<file path="config.mk">
export PLATFORM = sky130hd
export DESIGN_NAME = sha_msg_packer
export DESIGN_NICKNAME = d
export VERILOG_FILES = /design/src/rtl/sha_msg_packer.sv
export SDC_FILE = /design/constraint.sdc
export NUM_CORES = 1
export LEC_CHECK = 0
export ABC_AREA = 1
export ABC_CLOCK_PERIOD_IN_PS = 4700
export BUFFER_PORTS_ARGS = -buffer_cell sky130_fd_sc_hd__buf_2
export CAP_MARGIN = 15
export CORE_MARGIN = 4
export CORE_UTILIZATION = 40
export CTS_CLUSTER_SIZE = 24
export DETAILED_ROUTE_END_ITERATION = 12
export GPL_TIMING_DRIVEN = 1
export SYNTH_ARGS = -nofsm -noshare
export SYNTH_HDL_FRONTEND = slang
export SYNTH_SLANG_ARGS = --single-unit
</file>
<file path="constraint.sdc">
create_clock -name clk -period 4.7 [get_ports clk]
set_clock_uncertainty 0.05 [all_clocks]
set_input_delay 0 -clock clk [delete_from_list [all_inputs] [get_ports clk]]
set_output_delay 0 -clock clk [all_outputs]
set_load 0.005 [all_outputs]
</file>
<file path="src/rtl/sha_msg_packer.sv">
// Byte-stream to block packer for sha_1_core: packs bytes into words, appends 0x80/zero/bit-length
// padding and streams whole blocks. Define SHA_PACK_LITTLE_ENDIAN_EN for MD5-style lane and length order.
module sha_msg_packer #(
  parameter int DATA_W    = 32,
  parameter int BLK_WORDS = 16,
  parameter int LEN_W     = 64
) (
  input  logic              clk,
  input  logic              rstn,
  input  logic [7:0]        byte_in,
  input  logic              byte_vld,
  input  logic              byte_last,
  output logic              byte_rdy,
  input  logic              core_busy,
  output logic [DATA_W-1:0] din,
  output logic              din_vld,
  output logic              use_pre_cv,
  output logic              sha_1_end,
  output logic              msg_busy
);

  localparam int BPW       = DATA_W / 8;
  localparam int BLK_BYTES = BLK_WORDS * BPW;
  localparam int LEN_BYTES = LEN_W / 8;
  localparam int PAD_LIM   = BLK_BYTES - LEN_BYTES;
  localparam int CNT_W     = $clog2(BLK_BYTES + 1);
  localparam int BIDX_W    = $clog2(BLK_BYTES);
  localparam int WIDX_W    = $clog2(BLK_WORDS);

  typedef enum logic [2:0] {
    S_FILL,
    S_PAD,
    S_LEN,
    S_SEND,
    S_CLR
  } state_t;

  state_t              r_state;
  state_t              w_state_nxt;
  logic [7:0]          r_buf [BLK_BYTES];
  logic [CNT_W-1:0]    r_byte_cnt;
  logic [LEN_W-1:0]    r_bit_len;
  logic                r_first_blk;
  logic                r_fin;
  logic                r_pad_pend;
  logic                r_len_pend;
  logic [WIDX_W-1:0]   r_widx;
  logic                r_started;
  logic                r_msg_busy;

  logic                w_accept;
  logic                w_blk_full;
  logic                w_len_fits;
  logic                w_din_vld;
  logic                w_last_word;
  logic [BIDX_W-1:0]   w_wr_idx;
  logic [7:0]          w_len_bytes [LEN_BYTES];
  logic [DATA_W-1:0]   w_words [BLK_WORDS];

  assign byte_rdy    = (r_state == S_FILL);
  assign w_accept    = byte_vld & byte_rdy;
  assign w_wr_idx    = r_byte_cnt[BIDX_W-1:0];
  assign w_blk_full  = (r_byte_cnt == CNT_W'(BLK_BYTES));
  assign w_len_fits  = (r_byte_cnt < CNT_W'(PAD_LIM));
  // Once the first word goes out the block streams to the end regardless of core_busy.
  assign w_din_vld   = (r_state == S_SEND) && (r_started || !core_busy);
  assign w_last_word = (r_widx == WIDX_W'(BLK_WORDS - 1));

  // Length field as it lands in byte order within the tail of the block.
  always_comb begin
    for (int k = 0; k < LEN_BYTES; k++) begin
`ifdef SHA_PACK_LITTLE_ENDIAN_EN
      w_len_bytes[k] = r_bit_len[8*k +: 8];
`else
      w_len_bytes[k] = r_bit_len[8*(LEN_BYTES-1-k) +: 8];
`endif
    end
  end

  always_comb begin
    for (int w = 0; w < BLK_WORDS; w++) begin
      // NOTE: every always_comb output gets a default first so no path leaves it unassigned (no latch).
      w_words[w] = '0;
      for (int l = 0; l < BPW; l++) begin
`ifdef SHA_PACK_LITTLE_ENDIAN_EN
        w_words[w][8*l +: 8] = r_buf[w*BPW + l];
`else
        w_words[w][DATA_W-8-8*l +: 8] = r_buf[w*BPW + l];
`endif
      end
    end
  end

  assign din_vld    = w_din_vld;
  assign din        = w_din_vld ? w_words[r_widx] : '0;
  assign use_pre_cv = w_din_vld & ~r_first_blk;
  assign sha_1_end  = w_din_vld & r_fin;
  assign msg_busy   = r_msg_busy;

  // NOTE: sequential state uses non-blocking assignments so every register samples pre-edge values.
  always_ff @(posedge clk or negedge rstn) begin
    if (!rstn) r_state <= S_FILL;
    else       r_state <= w_state_nxt;
  end

  always_comb begin
    w_state_nxt = r_state;
    unique case (r_state)
      S_FILL: begin
        if (w_accept) begin
          if (byte_last)                                 w_state_nxt = S_PAD;
          else if (r_byte_cnt == CNT_W'(BLK_BYTES - 1))  w_state_nxt = S_SEND;
        end
      end
      S_PAD:  w_state_nxt = (!w_blk_full && w_len_fits) ? S_LEN : S_SEND;
      S_LEN:  w_state_nxt = S_SEND;
      S_SEND: if (w_din_vld && w_last_word) w_state_nxt = S_CLR;
      S_CLR: begin
        if (r_pad_pend)      w_state_nxt = S_PAD;
        else if (r_len_pend) w_state_nxt = S_LEN;
        else                 w_state_nxt = S_FILL;
      end
      default: w_state_nxt = S_FILL;
    endcase
  end

  always_ff @(posedge clk or negedge rstn) begin
    if (!rstn) begin
      // NOTE: the block buffer is reset as well, so a message after a mid-block reset sees only zero fill.
      for (int i = 0; i < BLK_BYTES; i++) r_buf[i] <= '0;
      r_byte_cnt  <= '0;
      r_bit_len   <= '0;
      r_first_blk <= 1'b1;
      r_fin       <= 1'b0;
      r_pad_pend  <= 1'b0;
      r_len_pend  <= 1'b0;
      r_widx      <= '0;
      r_started   <= 1'b0;
      r_msg_busy  <= 1'b0;
    end else begin
      unique case (r_state)
        S_FILL: begin
          if (w_accept) begin
            r_buf[w_wr_idx] <= byte_in;
            r_byte_cnt      <= r_byte_cnt + CNT_W'(1);
            r_bit_len       <= r_bit_len + LEN_W'(8);
            r_msg_busy      <= 1'b1;
          end
        end
        S_PAD: begin
          if (w_blk_full) begin
            r_pad_pend <= 1'b1;
          end else begin
            r_buf[w_wr_idx] <= 8'h80;
            r_byte_cnt      <= r_byte_cnt + CNT_W'(1);
            if (!w_len_fits) r_len_pend <= 1'b1;
          end
        end
        S_LEN: begin
          for (int k = 0; k < LEN_BYTES; k++) r_buf[PAD_LIM + k] <= w_len_bytes[k];
          r_fin <= 1'b1;
        end
        S_SEND: begin
          if (w_din_vld) begin
            if (w_last_word) begin
              r_widx    <= '0;
              r_started <= 1'b0;
            end else begin
              r_widx    <= r_widx + WIDX_W'(1);
              r_started <= 1'b1;
            end
          end
        end
        S_CLR: begin
          for (int i = 0; i < BLK_BYTES; i++) r_buf[i] <= '0;
          r_byte_cnt <= '0;
          r_pad_pend <= 1'b0;
          r_len_pend <= 1'b0;
          r_fin      <= 1'b0;
          if (r_fin) begin
            r_bit_len   <= '0;
            r_first_blk <= 1'b1;
            r_msg_busy  <= 1'b0;
          end else begin
            r_first_blk <= 1'b0;
          end
        end
        default: ;
      endcase
    end
  end

endmodule

</file>
==> impl_metrics.yaml, run 1 <==
setup_path:
  crit_top_cell: "nand2_1"
  r2r_setup_slack_ps: 1540
  slowest_delay_ps: 770
  critPathSlowestCell: "dfrtp_4"
  worst-path-max-fanout: 67
  r2r_cells: 8
  worstSetupStartpointType: "flop"
  cp_data_required_time_ps: 4650
  capture_instance_of_the_worst_register_to_register_path: "r_buf[487]"
  arrival_ps: 3860
  timing.rr.start: "r_state[1]"
  worstSetupPathType: "reg -> out"
  worst_setup_path_end_kind: "output port"
  timing.critical_path.cells: "inv_2, buf_12, o21ai_0, o22ai_1, nand2_1, nand2_1, inv_1, a21oi_1, buf_2"
floorplanning:
  design.core.area_sq_um: 82200
  start_util_pct: 40.5
  die-height_microns: 296
  die_x_microns: 296
  area_of_the_die_sq_um: 87900
  std_cell_rows: 105
  floorplan.io_pins: 50
logic_synthesis:
  xor_xnor_portion_of_the_synthesized_cell_area_pct: 0.158
  syn-num-nets: 4565
  synth.largest_area_cell: "dfrtp_1"
  combinational_family_with_the_most_area_after_synthesis: "simple AND/OR/NAND/NOR gates"
  synth_top_flop_cell: "dfrtp_1"
  synth_compound_area_share_pct: 20.2
  synthAdderAreaFrac_pct: 0.150
  mappedNetlistArea_sq_um: 33300
  synth_largest_type_area_fraction_pct: 44.5
  yosysMostFrequentCell: "nand2_1"
  synth-simple-area-share_pct: 28.2
  syn-mean-instance-area_sq_um: 7.32
  synth_area_leaders: "dfrtp_1 (45%), nand2_1 (11%), nand3_1 (9.0%)"
  synth-edff-count: 0
  ys_top_cells_by_count: "nand2_1 (968), nand3_1 (596), dfrtp_1 (592)"
  yosysSeqAreaShare_pct: 44.6
  synthMuxAreaShare_pct: 0
  synth_cells: 4548
  synth.ff_latch_count: 593
  ys_async_sr_fraction_pct: 100
  yosysWarningCount: 0
  synth_cell_types: 45
hold_path:
  hold_path.class: "in -> reg"
  timing.hold.worst_path_depth: 4
  worstHoldEndpoint: "r_bit_len[4]"
  min_from: "byte_vld"
sta:
  fin_setup_tns_ps: 0
  setup_repair_after_global_routing_missed_its_margin: "no"
  timing_worst_slew_pin_value_ps: 1250
  finalMaxSlewViolations: 0
  min_period_ps: 3910
  final_min_period_over_clock_period_pct: 83.1
  finalSetupViolCount: 0
  timing_hold_violations_final: 0
  timing.fmax_mhz: 256
  worst_slew_margin_rel_pct: 16.6
clock_tree:
  ctsHtreeMaxLevel: 3
  cts_buffer_depth: 3
  clk_pin_slew_worst_paths_ps: 60
  clock-root-buffer: "clkbuf_16"
  cts_tree: "yes"
  cts_sinks: 593
  clkLatencyLatePin_ps: 630
  cts_setup_buffers: 0
  numCtsBuffers: 70
global_route:
  grt_pass1_wl_microns: 184000
  antenna_found_initial: 1
  grt_overflow_total: 0
  first_global_vias: 30100
  global_route.usage.total_pct: 26.8
  grt_start_max_net_pins: 225
outcome:
  outcome: "finished, final reports clean"
routing:
  postRouteWirelength_microns: 120000
  drt-vias-per-instance: 5.93
  routed-wl-met3_microns: 10600
  routedLengthMet1_microns: 52700
  drt_drc_violations_left: 0
  wl_met2_microns: 52000
  wire_per_inst_microns: 21.6
  route.vias.total: 32900
  drt_pre_antenna_iters: 8
  top_layer: "met5"
  detail_route.iter0.violations: 3845
  ant_nets: 0
finish:
  layout-drive-gt1-share_pct: 7.27
  nNetsFinal: 4451
  final_cell_area_sq_um: 36500
  diodes: 0
  post-route-util_pct: 44.4
  area_delta_synth_final_pct: 9.79
power_and_ir_drop:
  power.share.sequential_pct: 31.8
  share_clk_of_total_power_pct: 24.3
  vdd_ir_drop_max_uv: 587
  internal-power_w: 0.0121
  share_of_total_power_in_combinational_logic_pct: 44.0
  pwr_density_cell_nw_per_um2: 628
  switching_share_pct: 47.4
  leakage_dissipation_nw: 16.8
  switching_power_of_the_nets_w: 0.0109
place:
  finalWeightedCongestion: 0.902
  buffer_ports.inserted: 49
  placedInstanceArea_sq_um: 34100
  hpwl_microns: 76700
job:
  timing.max_cap.violations: 0
[logic make-up (layout without fill, tap and decap cells)]
kind of cell | Yosys count | after routing
xor gates and xnor gates | 6 | 6
and+or+nand+nor | 2219 | 2219
adders and majority gates | 4 | 4
AOI/OAI and AO/OA | 1193 | 1193
DFF | 593 | 593
buffers and inverters | 533 | 470
[per-stage QoR]
step	hold slack, ps	power [W]	setup WS [ps]	cells
floorplan	-346	0.0135	2740	4548
global placement	60.4	0.0171	1660	5419
detailed placement	65.9	0.0172	1620	5419
CTS	73.9	0.0228	991	5553
global route	320	0.0242	744	5555
finish	297	0.0230	793	5555
[how the worst max path moves through the flow]
| stage | startpoint | end | slack (ps) | cells after the start |
|---|---|---|---|---|
| 2_1_floorplan | r_byte_cnt[1] | r_buf[119] | 2740 | 12 |
| 3_3_place_gp | r_state[1] | r_buf[219] | 1660 | 7 |
| 5_1_grt | r_widx[1] | din[12] | 740 | 8 |
| 6_report | r_widx[1] | din[12] | 790 | 9 |
| 4_1_cts | r_widx[1] | din[10] | 990 | 6 |
| 3_5_place_dp | r_state[1] | r_buf[223] | 1620 | 7 |
[power groups by stage]
stage          logic [W]  registers, W  clock network [W]
2_1_floorplan    0.00663       0.00691                  0
3_3_place_gp     0.00983       0.00730                  0
3_5_place_dp     0.00986       0.00732                  0
4_1_cts          0.00990       0.00724            0.00565
5_1_grt           0.0110       0.00741            0.00584
6_report          0.0101       0.00729            0.00557
[final cells by class]
| cell class | instances | area [sq um] |
|---|---|---|
| clock inverters | 18 | 253 |
| multi-input cells | 3422 | 16300 |
| repair buffers | 105 | 866 |
| fillers | 8472 | 45700 |
| inverters | 242 | 918 |
| clock buffers | 105 | 2050 |
| flip-flops and latches | 593 | 14800 |
| well taps | 1070 | 1340 |
[worst max-delay path: cells and delay by family, from the launching register on]
| family | cells | cell delay, ps |
|---|---|---|
| compound gates | 3 | 920 |
| flops | 1 | 770 |
| buf+inv | 4 | 1140 |
| simple gates | 2 | 310 |
[metal layers]
metal	up-vias	track usage (%)
met3	248	5.11
met1	15900	39.0
met5	-	0
met4	2	10.6
met2	1448	39.6
li1	15300	-
[repair_timing]
| item | 4_1_cts | 5_1_grt |
|---|---|---|
| hold buffers | 11 | 1 |
| resized for setup | 0 | 0 |
| hold endpoints to repair | 114 | 6 |
[state kept, by name, indices dropped and copies added, names as in the netlist]
name / flops
r_fin: 1
r_buf: 512
r_widx: 4
r_state: 3
r_len_pend: 1
r_pad_pend: 1
msg_busy: 1
r_byte_cnt: 7
r_first_blk: 1
r_started: 1
r_bit_len: 61
[layout by cell type, fill, tap and decap left out, types with 3 or more instances in the layout]
| cell type | synthesis | layout |
|---|---|---|
| o21ai_1 | 229 | 229 |
| nand2_2 | 36 | 40 |
| o21ai_2 | 21 | 20 |
| nand3_1 | 596 | 595 |
| nor2_1 | 531 | 530 |
| inv_1 | 199 | 197 |
| nor2_4 | 3 | 5 |
| xor2_1 | 5 | 5 |
| dfrtp_1 | 592 | 590 |
| inv_2 | 35 | 35 |
| clkbuf_8 | 0 | 12 |
| o21ai_0 | 461 | 461 |
| ha_1 | 4 | 4 |
| buf_2 | 35 | 48 |
| clkbuf_1 | 189 | 21 |
| a21oi_1 | 179 | 179 |
| o31ai_1 | 137 | 137 |
| inv_6 | 0 | 4 |
| o22ai_1 | 65 | 65 |
| clkinv_1 | 8 | 8 |
| nand2_1 | 968 | 963 |
| bufinv_16 | 0 | 4 |
| dlygate4sd3_1 | 0 | 11 |
| buf_4 | 38 | 32 |
| clkbuf_16 | 0 | 72 |
| nor3_1 | 32 | 32 |
| o31a_1 | 7 | 7 |
| a31oi_1 | 22 | 22 |
| o211ai_1 | 66 | 66 |
| nor2_2 | 15 | 14 |
| buf_12 | 0 | 13 |
| clkinv_2 | 0 | 9 |
| nand4_1 | 24 | 24 |
| and2_1 | 3 | 3 |
Power figures use the tool's default switching activity.
==> inputs of run 2 (changes only) <==
- ABC_CLOCK_PERIOD_IN_PS: 4700 -> 3500
- clock period: 4.7 -> 3.5 ns (I/O delays scaled with it)
==> run 2 against run 1 <==
Power increased by 37%. Clock-buffer cell count increased by 4. Worst setup slack got worse by 790 ps. Critical path type unchanged. Critical endpoint is now din[2]. Largest cell class unchanged. Largest power group unchanged.
==> impl_metrics.yaml, run 2 (synthesis results as in run 1) <==
global_route:
  antenna_found_initial: 2
  global_route.usage.total_pct: 27.8
  first_global_vias: 30500
  grt_start_max_net_pins: 164
  grt_pass1_wl_microns: 190000
  grt_overflow_total: 0
hold_path:
  hold_path.class: "in -> reg"
power_and_ir_drop:
  leakage_dissipation_nw: 17.1
  switching_share_pct: 47.6
  power.share.sequential_pct: 31.0
  pwr_density_cell_nw_per_um2: 850
  switching_power_of_the_nets_w: 0.0150
  vdd_ir_drop_max_uv: 577
  share_of_total_power_in_combinational_logic_pct: 45.0
  share_clk_of_total_power_pct: 24.0
  internal-power_w: 0.0165
finish:
  mostFrequentLayoutCell: "nand2_1"
  final_cell_area_sq_um: 37100
  post-route-util_pct: 45.1
  top_register: "r_buf"
  mostFrequentLayoutCells: "nand2_1 (963), nand3_1 (595), dfrtp_1 (590)"
  max_reg_flops: 512
  biggestRegsByFlops: "r_buf: 512 flops, r_bit_len: 61 flops, r_byte_cnt: 7 flops"
  nFillCells: 8327
  layout-drive-gt1-share_pct: 8.42
  area_delta_synth_final_pct: 11.6
  nNetsFinal: 4502
  diodes: 0
floorplanning:
  design.core.area_sq_um: 82200
  area_of_the_die_sq_um: 87900
  start_util_pct: 40.5
  die_x_microns: 296
  floorplan.io_pins: 50
  std_cell_rows: 105
  die-height_microns: 296
place:
  finalWeightedCongestion: 0.938
  placedInstanceArea_sq_um: 34600
  buffer_ports.inserted: 49
  preCtsSetupSlack_ps: 617
  hpwl_microns: 81300
setup_path:
  timing.critical_path.cells: "inv_8, buf_12, o21ai_0, o22ai_1, nand2_1, nand2_1, inv_1, a21oi_1, buf_2"
  worstSetupStartpointType: "flop"
  crit_top_cell: "nand2_1"
  arrival_ps: 3440
  worst-path-max-fanout: 47
  worstSetupPathType: "reg -> out"
  cp_data_required_time_ps: 3450
  slowest_delay_ps: 730
  worst_setup_path_end_kind: "output port"
  critPathSlowestCell: "dfrtp_4"
clock_tree:
  clk_pin_slew_worst_paths_ps: 60
  ctsHtreeMaxLevel: 3
  cts_sinks: 593
  clock-root-buffer: "clkbuf_16"
  clkLatencyLatePin_ps: 640
  numCtsBuffers: 71
  cts_setup_buffers: 0
  cts_tree: "yes"
  cts_buffer_depth: 3
routing:
  route.vias.total: 33300
  drt_pre_antenna_iters: 5
  wire_per_inst_microns: 22.3
  detail_route.iter0.violations: 3933
  drt_drc_violations_left: 0
  postRouteWirelength_microns: 125000
  ant_nets: 0
  drt-vias-per-instance: 5.94
sta:
  fin_setup_tns_ps: 0
  timing_hold_violations_final: 0
  post-route-worst-setup-slack_ps: 7.01
  finalSetupViolCount: 0
  min_period_ps: 3490
  timing.fmax_mhz: 286
  worst_slew_margin_rel_pct: 24.4
  final_min_period_over_clock_period_pct: 99.8
  setup_repair_after_global_routing_missed_its_margin: "no"
  final.hold.worst_slack_ps: 143
  timing_worst_slew_pin_value_ps: 1130
  finalMaxSlewViolations: 0
outcome:
  outcome: "finished, final reports clean"
job:
  timing.max_cap.violations: 0
run 2: layout make-up:
class,count,area (sq um),area share [%]
Sequential cell,593,14800,40.0
Clock buffer,109,2130,5.74
Inverter,242,926,2.49
Clock inverter,18,220,0.593
Multi-Input combinational cell,3422,16300,43.8
Tap cell,1070,1340,3.61
Timing Repair Buffer,155,1400,3.77
run 2: critical path, delay by kind of cell (launching register included):
| family | cells | cell delay, ps |
|---|---|---|
| and+or+nand+nor | 2 | 220 |
| buffers and inverters | 4 | 790 |
| DFF | 1 | 730 |
| AOI/OAI and AO/OA | 3 | 980 |
run 2: power by group through the flow:
stage                     registers, W  logic (W)  clock network [W]
final                          0.00979     0.0142            0.00756
after global routing           0.00994     0.0154            0.00791
after CTS                      0.00972     0.0138            0.00765
after detailed placement       0.00982     0.0138                  0
after global placement         0.00979     0.0137                  0
after floorplan                0.00928    0.00890                  0
run 2: worst paths after layout:
| check | from | end | slack, ps | cells past startpoint |
|---|---|---|---|---|
| worst max-delay path | r_widx[1] | din[2] | 7 | 9 |
| worst min-delay path | byte_in[4] | r_buf[52] | 140 | 6 |
| worst max register to register | r_state[1] | r_buf[189] | 830 | 7 |
| worst min register to register | r_first_blk | r_first_blk | 440 | 2 |
| max in group asynchronous | rstn | r_buf[99] | 2210 | 4 |
| min in group asynchronous | rstn | r_buf[63] | 390 | 3 |
run 2: what timing repair did:
item,4_1_cts,5_1_grt
endpoints found under the setup margin,1,5
gates cloned,0,1
endpoints found under the hold margin,617,0
hold buffers,13,0
gates resized for setup,1,3
pin swaps,0,0
run 2: per-layer routing:
layer	part of all wire, %	global-route usage [%]
met1	44	40.7
met2	43	41.3
met4	3.3	8.92
met3	9.7	5.76
met5	0	0
run 2: through the flow:
| stage | instances | total power, W |
|---|---|---|
| floorplan | 4548 | 0.0182 |
| global placement | 5468 | 0.0235 |
| detailed placement | 5468 | 0.0236 |
| CTS | 5608 | 0.0312 |
| global route | 5609 | 0.0332 |
| finish | 5609 | 0.0316 |
